File: config.mk
export PLATFORM = sky130hd
export DESIGN_NAME = serial_frame_rx
export DESIGN_NICKNAME = d
export VERILOG_FILES = /design/src/rtl/serial_frame_rx.sv
export SDC_FILE = /design/constraint.sdc
export NUM_CORES = 1
export LEC_CHECK = 0
export BUFFER_PORTS_ARGS = -buffer_cell sky130_fd_sc_hd__buf_2
export CAP_MARGIN = 20
export CORE_MARGIN = 4
export CORE_UTILIZATION = 40
export CTS_CLUSTER_SIZE = 12
export DETAILED_ROUTE_END_ITERATION = 10
export PLACE_DENSITY = 0.65
export SETUP_SLACK_MARGIN = 0.02
export SLEW_MARGIN = 20
export SYNTH_ARGS = -nofsm -noshare
export SYNTH_HDL_FRONTEND = slang
export SYNTH_SLANG_ARGS = --single-unit
File: constraint.sdc
create_clock -name clk -period 1.7 [get_ports clk]
set_input_delay 0.085 -clock clk [delete_from_list [all_inputs] [get_ports clk]]
set_output_delay 0.085 -clock clk [all_outputs]
set_load 0.03 [all_outputs]
File: src/rtl/serial_frame_rx.sv
// Serial frame receiver: start bit, WIDTH data bits LSB first, optional even parity, stop bit,
// delivered through a one-entry valid/ready buffer. Parity enabled by SERIAL_FRAME_RX_PARITY_EN.
module serial_frame_rx #(
   parameter int WIDTH = 10
) (
   input  logic             clk,
   input  logic             rst_n,
   input  logic             serial_in,
   input  logic             bit_en,
   input  logic             out_ready,
   output logic [WIDTH-1:0] data_out,
   output logic             out_valid,
   output logic             busy,
   output logic             frame_err,
   output logic             parity_err,
   output logic             overrun
);

   localparam int CW = $clog2(WIDTH + 1);
   localparam logic [CW-1:0] LAST_BIT = CW'(WIDTH - 1);
   localparam logic [CW-1:0] CNT_ONE  = CW'(1);

   typedef enum logic [1:0] {
      IDLE   = 2'd0,
      DATA   = 2'd1,
      PARITY = 2'd2,
      STOP   = 2'd3
   } state_t;

   state_t           state_r;
   logic [CW-1:0]    cnt_r;
   logic [WIDTH-1:0] asm_r;

`ifdef SERIAL_FRAME_RX_PARITY_EN
   logic par_r;

   // Even parity: data bits plus parity bit must XOR to zero.
   function automatic logic parity_ok(input logic [WIDTH-1:0] d, input logic p);
      return ~(^{d, p});
   endfunction
`endif

   // Frame FSM, assembly register and registered output buffer.
   always_ff @(posedge clk or negedge rst_n) begin
      if (!rst_n) begin
         state_r    <= IDLE;
         cnt_r      <= '0;
         asm_r      <= '0;
`ifdef SERIAL_FRAME_RX_PARITY_EN
         par_r      <= 1'b0;
`endif
         data_out   <= '0;
         out_valid  <= 1'b0;
         busy       <= 1'b0;
         frame_err  <= 1'b0;
         parity_err <= 1'b0;
         overrun    <= 1'b0;
      end else begin
         frame_err  <= 1'b0;
         parity_err <= 1'b0;
         overrun    <= 1'b0;

         // A consume clears the buffer; a good word loading below overrides it.
         if (out_valid && out_ready) begin
            out_valid <= 1'b0;
         end

         if (bit_en) begin
            case (state_r)
               IDLE: begin
                  if (!serial_in) begin
                     state_r <= DATA;
                     cnt_r   <= '0;
                     busy    <= 1'b1;
                  end
               end
               DATA: begin
                  asm_r <= {serial_in, asm_r[WIDTH-1:1]};
                  cnt_r <= cnt_r + CNT_ONE;
                  if (cnt_r == LAST_BIT) begin
`ifdef SERIAL_FRAME_RX_PARITY_EN
                     state_r <= PARITY;
`else
                     state_r <= STOP;
`endif
                  end
               end
               PARITY: begin
`ifdef SERIAL_FRAME_RX_PARITY_EN
                  par_r <= serial_in;
`endif
                  state_r <= STOP;
               end
               STOP: begin
                  // A 0 stop sample is not treated as the next start bit.
                  state_r <= IDLE;
                  busy    <= 1'b0;
                  if (!serial_in) begin
                     frame_err <= 1'b1;
`ifdef SERIAL_FRAME_RX_PARITY_EN
                  end else if (!parity_ok(asm_r, par_r)) begin
                     parity_err <= 1'b1;
`endif
                  end else if (!out_valid || out_ready) begin
                     data_out  <= asm_r;
                     out_valid <= 1'b1;
                  end else begin
                     overrun <= 1'b1;
                  end
               end
               default: begin
                  state_r <= IDLE;
                  busy    <= 1'b0;
               end
            endcase
         end
      end
   end

endmodule

* After elaboration in Yosys (flattened, before gate mapping) *
Cells that the tools add are included.

storage, ports and cells
  bits in registers = 30
  bits in latches = 0
  RAM bits = 0
  bits in read-only memories = 0
  input bits = 5
  word-level logic and storage cells = 45
  memories kept = 0

operators by class
  add/subtract/negate cells = 1
  $mul = 0
  divide/modulo/power cells = 0
  $lt $le $gt $ge = 0
  equal/unequal tests = 6
  shift operators = 0
  multiplexer cells = 19
  bitwise gates (word level) = 0
  reductions and logical operators = 11

operator list
  operator               number
  $mux W1                13
  $reduce_and A3 Y1      3
  $pmux W2 S4            1
  $pmux W4 S2            1
  $add A4 B1 Y4 const B  1
  $eq A2 B2 Y1 const B   2
  $eq A4 B4 Y1 const B   1
  $mux W2                2
  $mux W4                1
  $ne A2 B2 Y1 const B   2
  $reduce_and A4 Y1      1
  $reduce_bool A2 Y1     2
  $eq A2 B1 Y1 const B   1
  $logic_not A2 Y1       1
  $pmux W1 S2            1
  $reduce_and A2 Y1      1
  $logic_and A1 B1 Y1    1
  $logic_not A1 Y1       1
  $logic_or A1 B1 Y1     1

* Logic depth before layout (Yosys ltp) *
  depth in word-level cells = 6
  mapped depth = 5
  depth with buffers taken out = 5

* Least setup slack after synthesis *
No wires, ideal clock.

  path kind = flip-flop to flip-flop
  start = register state_r[0]
  end = register state_r[1]
  setup time = 0.125 ns
  arrival time = 1.348 ns
  path slack = 0.227 ns
  cell stages (with the launch flop) = 6
  clock period less this slack = 1.473 ns
  path through = dfrtp_1 -> inv_1 -> ha_1 -> a21bo_2 -> a21oi_4 -> mux2_2

between the ends
  longest elaborated chain between the ends = 3
  elaborated cells between the ends (all ways) = 8

ends and longest elaborated chain
  what                                                     RTL line  source
  from (decl)                                              30        state_t state_r;
  from (signal assigned)                                   46        state_r <= IDLE;
  from (signal assigned)                                   72        state_r <= DATA;
  from (signal assigned)                                   84        state_r <= STOP;
  $eq A2 B1 Y1 / $logic_not A2 Y1 (equally long branches)  69        case (state_r)
  $ne A2 B2 Y1 (no line)                                   --
  $reduce_and A3 Y1 (no line)                              --

Parallel ways exist; a longest one is shown, timed or not.
A chain may end at the register's enable or synchronous reset.

* Worst setup path in the final report *
Ends and elaborated chain as after synthesis.

==> run_results.csv <==
group,metric,value,unit
clocking,clock_insertion_delay_worst_skew,330,ps
grt,grt_util_all_layers,0.117,
power,p_per_area,1910,nW/um2
critical_path,setup.reg_to_reg.worst_slack,120,ps
synthesis,yosys.cell_types.count,26,
floorplan,placement_rows,20,
placed_design,placed_cells,153,
sta,period_share,0.930,
final_layout,fin_nets,128,
synthesis,synth.net_count,102,
final_layout,layout-drive-gt1-share,0.445,
drt,drc,0,
power,leakagePower,0.760,nW
clocking,clock_input_transition_at_the_sequential_cells_of_the_worst_setup_and_hold_paths,90,ps
placed_design,numPortBuffers,18,
hold_path,hold-path-endpoint,"frame_err$_DFF_PN0_",
critical_path,worstPathMaxFanout,7,
drt,postRouteAntennaNets,0,
hold_path,hold_path_class,"in -> reg",
critical_path,setup.worst_path.class,"reg -> reg",
power,cell_internal_pwr,1.85,mW
sta,setup_violations,0,
drt,length_of_the_first_detailed_routing_pass_in_iterations,4,
hold_path,worst_hold_path.num_cells,3,
drt,vias,769,
placed_design,postPlaceCellArea,1480,um2
synthesis,synth_warnings,0,
drt,routed_via_density,4.72,
final_layout,diodes,0,
clocking,cts_setup_buffers,0,
power,netSwitchingPower,1.12,mW
sta,setup-tns-final,0,ps
critical_path,rr_startpoint,"state_r[0]$_DFFE_PN0P_",
sta,timing.max_slew.rel_slack,0.560,
power,switching_share,0.377,
power,power.combinational.fraction,0.427,
floorplan,floorplan.initialDensity,0.429,
placed_design,dp_hpwl,1480,um
final_layout,flow.area_growth_from_synthesis,16.2,%
final_layout,layout.cells.non_filler,163,
clocking,cts_inserted_buffers,5,
clocking,tritoncts,"yes",
sta,finalClockSkew,4.65,ps
grt,grt_max_degree,31,
drt,post_drt_wl_per_cell,13.0,um
clocking,post_cts_hold_buffer_count,2,
floorplan,area_inside_the_core_boundary,3130,um2
synthesis,portion_of_netlist_area_occupied_by_mux_cells,0.212,
drt,total_detailed_routing_wirelength,2120,um
final_layout,multiInputGateArea,541,um2
critical_path,critical_path.startpoint_type,"register",
grt,initial_antenna_violation_count,0,
sta,timing_worst_slew_pin_value,660,ps
sta,final_max_slew_viol_count,0,
sta,rsz_0062_raised_after_global_routing,"false",
critical_path,worst_setup_path_end_kind,"register",
synthesis,synth-compound-area-share,0.0728,
sta,fmax,632,MHz
synthesis,post_synth_instance_area,1340,um2
floorplan,chipHeight,65.9,um
clocking,ctsLongestPathBuffers,2,
synthesis,xor_xnor_fraction_of_synth_area,0,
drt,dr.first_iter.drc_count,35,
synthesis,synthCells,92,
final_layout,sequential_cell_area,751,um2
synthesis,dominant_combinational_cell_family_by_area_after_synthesis,"multiplexers",
outcome,result_of_the_run,"finished, final reports clean",
hold_path,min-delay-start,"bit_en",
synthesis,synthSimpleGateAreaFrac,0.0690,
floorplan,die-area,4340,um2
clocking,numClockSinks,30,
floorplan,die_w,65.9,um
floorplan,boundaryPins,20,
job,max_cap_check_violation_count,0,
synthesis,ys_seq_area_frac,0.560,
power,max_vdd_drop,0.696,mV
sta,final_hold_viol_count,0,
synthesis,synth_area_per_cell,14.6,um2
power,power.sequential.fraction,0.421,
power,power.clock.fraction,0.152,
placed_design,routabilityCongestion,0.822,
clocking,cts_repair_resize_count,0,
final_layout,design_area,1560,um2
synthesis,synth-seq-cells,30,
critical_path,reg2regPathDepth,5,
critical_path,end_of_the_worst_register_to_register_path,"state_r[1]$_DFFE_PN0P_",
grt,grt_pass1_wl,3690,um
final_layout,num-fill-cells,269,
grt,remaining_overflow_grt,0,
sta,period_minus_slack,1580,ps
clocking,cts_root_buf,"sky130_fd_sc_hd__clkbuf_4",
critical_path,crit_arrival,1800,ps
grt,grt_pass1_vias,789,
synthesis,post_synth_fa_ha_maj_area_fraction,0.0466,
clocking,h_tree_level_count,2,
power,totalPowerFinal,2.97,mW
critical_path,worstPathRequired,1920,ps
power groups by stage:
stage / Clock (mW) / Combinational (mW) / Sequential, mW
2_1_floorplan: 0 / 0.744 / 1.49
3_3_place_gp: 0 / 1.24 / 1.25
3_5_place_dp: 0 / 1.28 / 1.27
4_1_cts: 0.480 / 1.29 / 1.26
5_1_grt: 0.506 / 1.39 / 1.30
6_report: 0.452 / 1.27 / 1.25
worst max path at each step:
stage | start | endpoint | cells after the start
floorplan | state_r[0]$_DFFE_PN0P_ | state_r[1]$_DFFE_PN0P_ | 5
global placement | state_r[0]$_DFFE_PN0P_ | state_r[1]$_DFFE_PN0P_ | 5
detailed placement | state_r[0]$_DFFE_PN0P_ | state_r[1]$_DFFE_PN0P_ | 5
CTS | state_r[0]$_DFFE_PN0P_ | state_r[1]$_DFFE_PN0P_ | 5
global route | state_r[0]$_DFFE_PN0P_ | state_r[1]$_DFFE_PN0P_ | 5
finish | state_r[0]$_DFFE_PN0P_ | state_r[1]$_DFFE_PN0P_ | 5
through the flow:
| step | utilization | worst slack, ps | hold WS (ps) |
|---|---|---|---|
| finish | 0.498 | 119 | 34.0 |
| global route | 0.498 | 23.1 | 42.2 |
| CTS | 0.498 | 112 | 10.3 |
| detailed placement | 0.472 | 127 | 157 |
| global placement | 0.472 | 192 | 145 |
| floorplan | - | 227 | -211 |
state kept, by name (all words and copies together) (netlist names):
signal and cells:
asm_r 10, data_out 10, cnt_r 4, state_r 2, busy 1, frame_err 1
out_valid 1, overrun 1
Yosys cell counts, drive strengths merged:
master / number / area share
dfrtp: 30 / 0.56
mux2: 21 / 0.20
ha: 5 / 0.047
nor2: 5 / 0.014
nand2: 4 / 0.011
buf: 3 / 0.029
inv: 3 / 0.0084
o21ai: 3 / 0.011
a21o: 2 / 0.011
a22o: 2 / 0.013
nand3: 2 / 0.011
nand3b: 2 / 0.011
a211o: 1 / 0.0065
a21bo: 1 / 0.0075
a21oi: 1 / 0.012
conb: 1 / 0.0028
mux2i: 1 / 0.0075
nand2b: 1 / 0.0047
nor2b: 1 / 0.010
nor4b: 1 / 0.0065
o221ai: 1 / 0.0065
o22ai: 1 / 0.0047
per-layer routing:
layer	share of wire	global-route usage	vias up
met5	0	0	-
met4	0.024	0.0648	0
met3	0.059	0.0578	8
met2	0.45	0.175	19
met1	0.46	0.134	368
li1	-	-	374
cell type report:
| class | instances | area share |
|---|---|---|
| Timing Repair Buffer | 22 | 0.0883 |
| Sequential cell | 30 | 0.482 |
| Multi-Input combinational cell | 56 | 0.347 |
| Inverter | 3 | 0.00722 |
| Clock buffer | 6 | 0.0329 |
| Tap cell | 44 | 0.0353 |
| Clock inverter | 2 | 0.00803 |
worst max-delay path, stage by stage, from the launching register on:
cell and delay (ps):
sky130_fd_sc_hd__dfrtp_1 390, sky130_fd_sc_hd__inv_1 70, sky130_fd_sc_hd__ha_1 240, sky130_fd_sc_hd__a21bo_2 280, sky130_fd_sc_hd__a21oi_4 150, sky130_fd_sc_hd__mux2_2 350
cells by family after synthesis:
group                    count (synthesis)
AO/OA/AOI/OAI                           12
buffers and inverters                    6
flip-flops                              30
other                                    1
adder cells (fa/ha/maj)                  5
multiplexers                            22
AND/OR/NAND/NOR                         16
placed cells by master, fill, tap and decap left out:
cell	netlist	final
sky130_fd_sc_hd__dfrtp_1	30	30
sky130_fd_sc_hd__buf_2	0	18
sky130_fd_sc_hd__mux2_2	11	11
sky130_fd_sc_hd__mux2_4	10	10
sky130_fd_sc_hd__nor2_1	5	5
sky130_fd_sc_hd__ha_1	5	5
sky130_fd_sc_hd__clkbuf_4	0	5
sky130_fd_sc_hd__nand2_1	4	4
sky130_fd_sc_hd__inv_1	3	3
sky130_fd_sc_hd__o21ai_0	3	3
sky130_fd_sc_hd__nand3b_1	2	2
sky130_fd_sc_hd__a21o_1	2	2
sky130_fd_sc_hd__a22o_1	2	2
sky130_fd_sc_hd__dlygate4sd3_1	0	2
sky130_fd_sc_hd__nand2b_1	1	1
sky130_fd_sc_hd__nand3_2	1	1
sky130_fd_sc_hd__a21bo_2	1	1
sky130_fd_sc_hd__a21oi_4	1	1
sky130_fd_sc_hd__mux2i_1	1	1
sky130_fd_sc_hd__nor2b_4	1	1
sky130_fd_sc_hd__o221ai_1	1	1
sky130_fd_sc_hd__o22ai_1	1	1
sky130_fd_sc_hd__nand3_1	1	1
sky130_fd_sc_hd__a211o_1	1	1
sky130_fd_sc_hd__nor4b_1	1	1
sky130_fd_sc_hd__conb_1	1	1
sky130_fd_sc_hd__clkinvlp_4	0	1
sky130_fd_sc_hd__clkinv_2	0	1
sky130_fd_sc_hd__clkbuf_8	0	1
sky130_fd_sc_hd__buf_12	1	1
sky130_fd_sc_hd__buf_4	1	1
(Power assumes the default switching activity.)
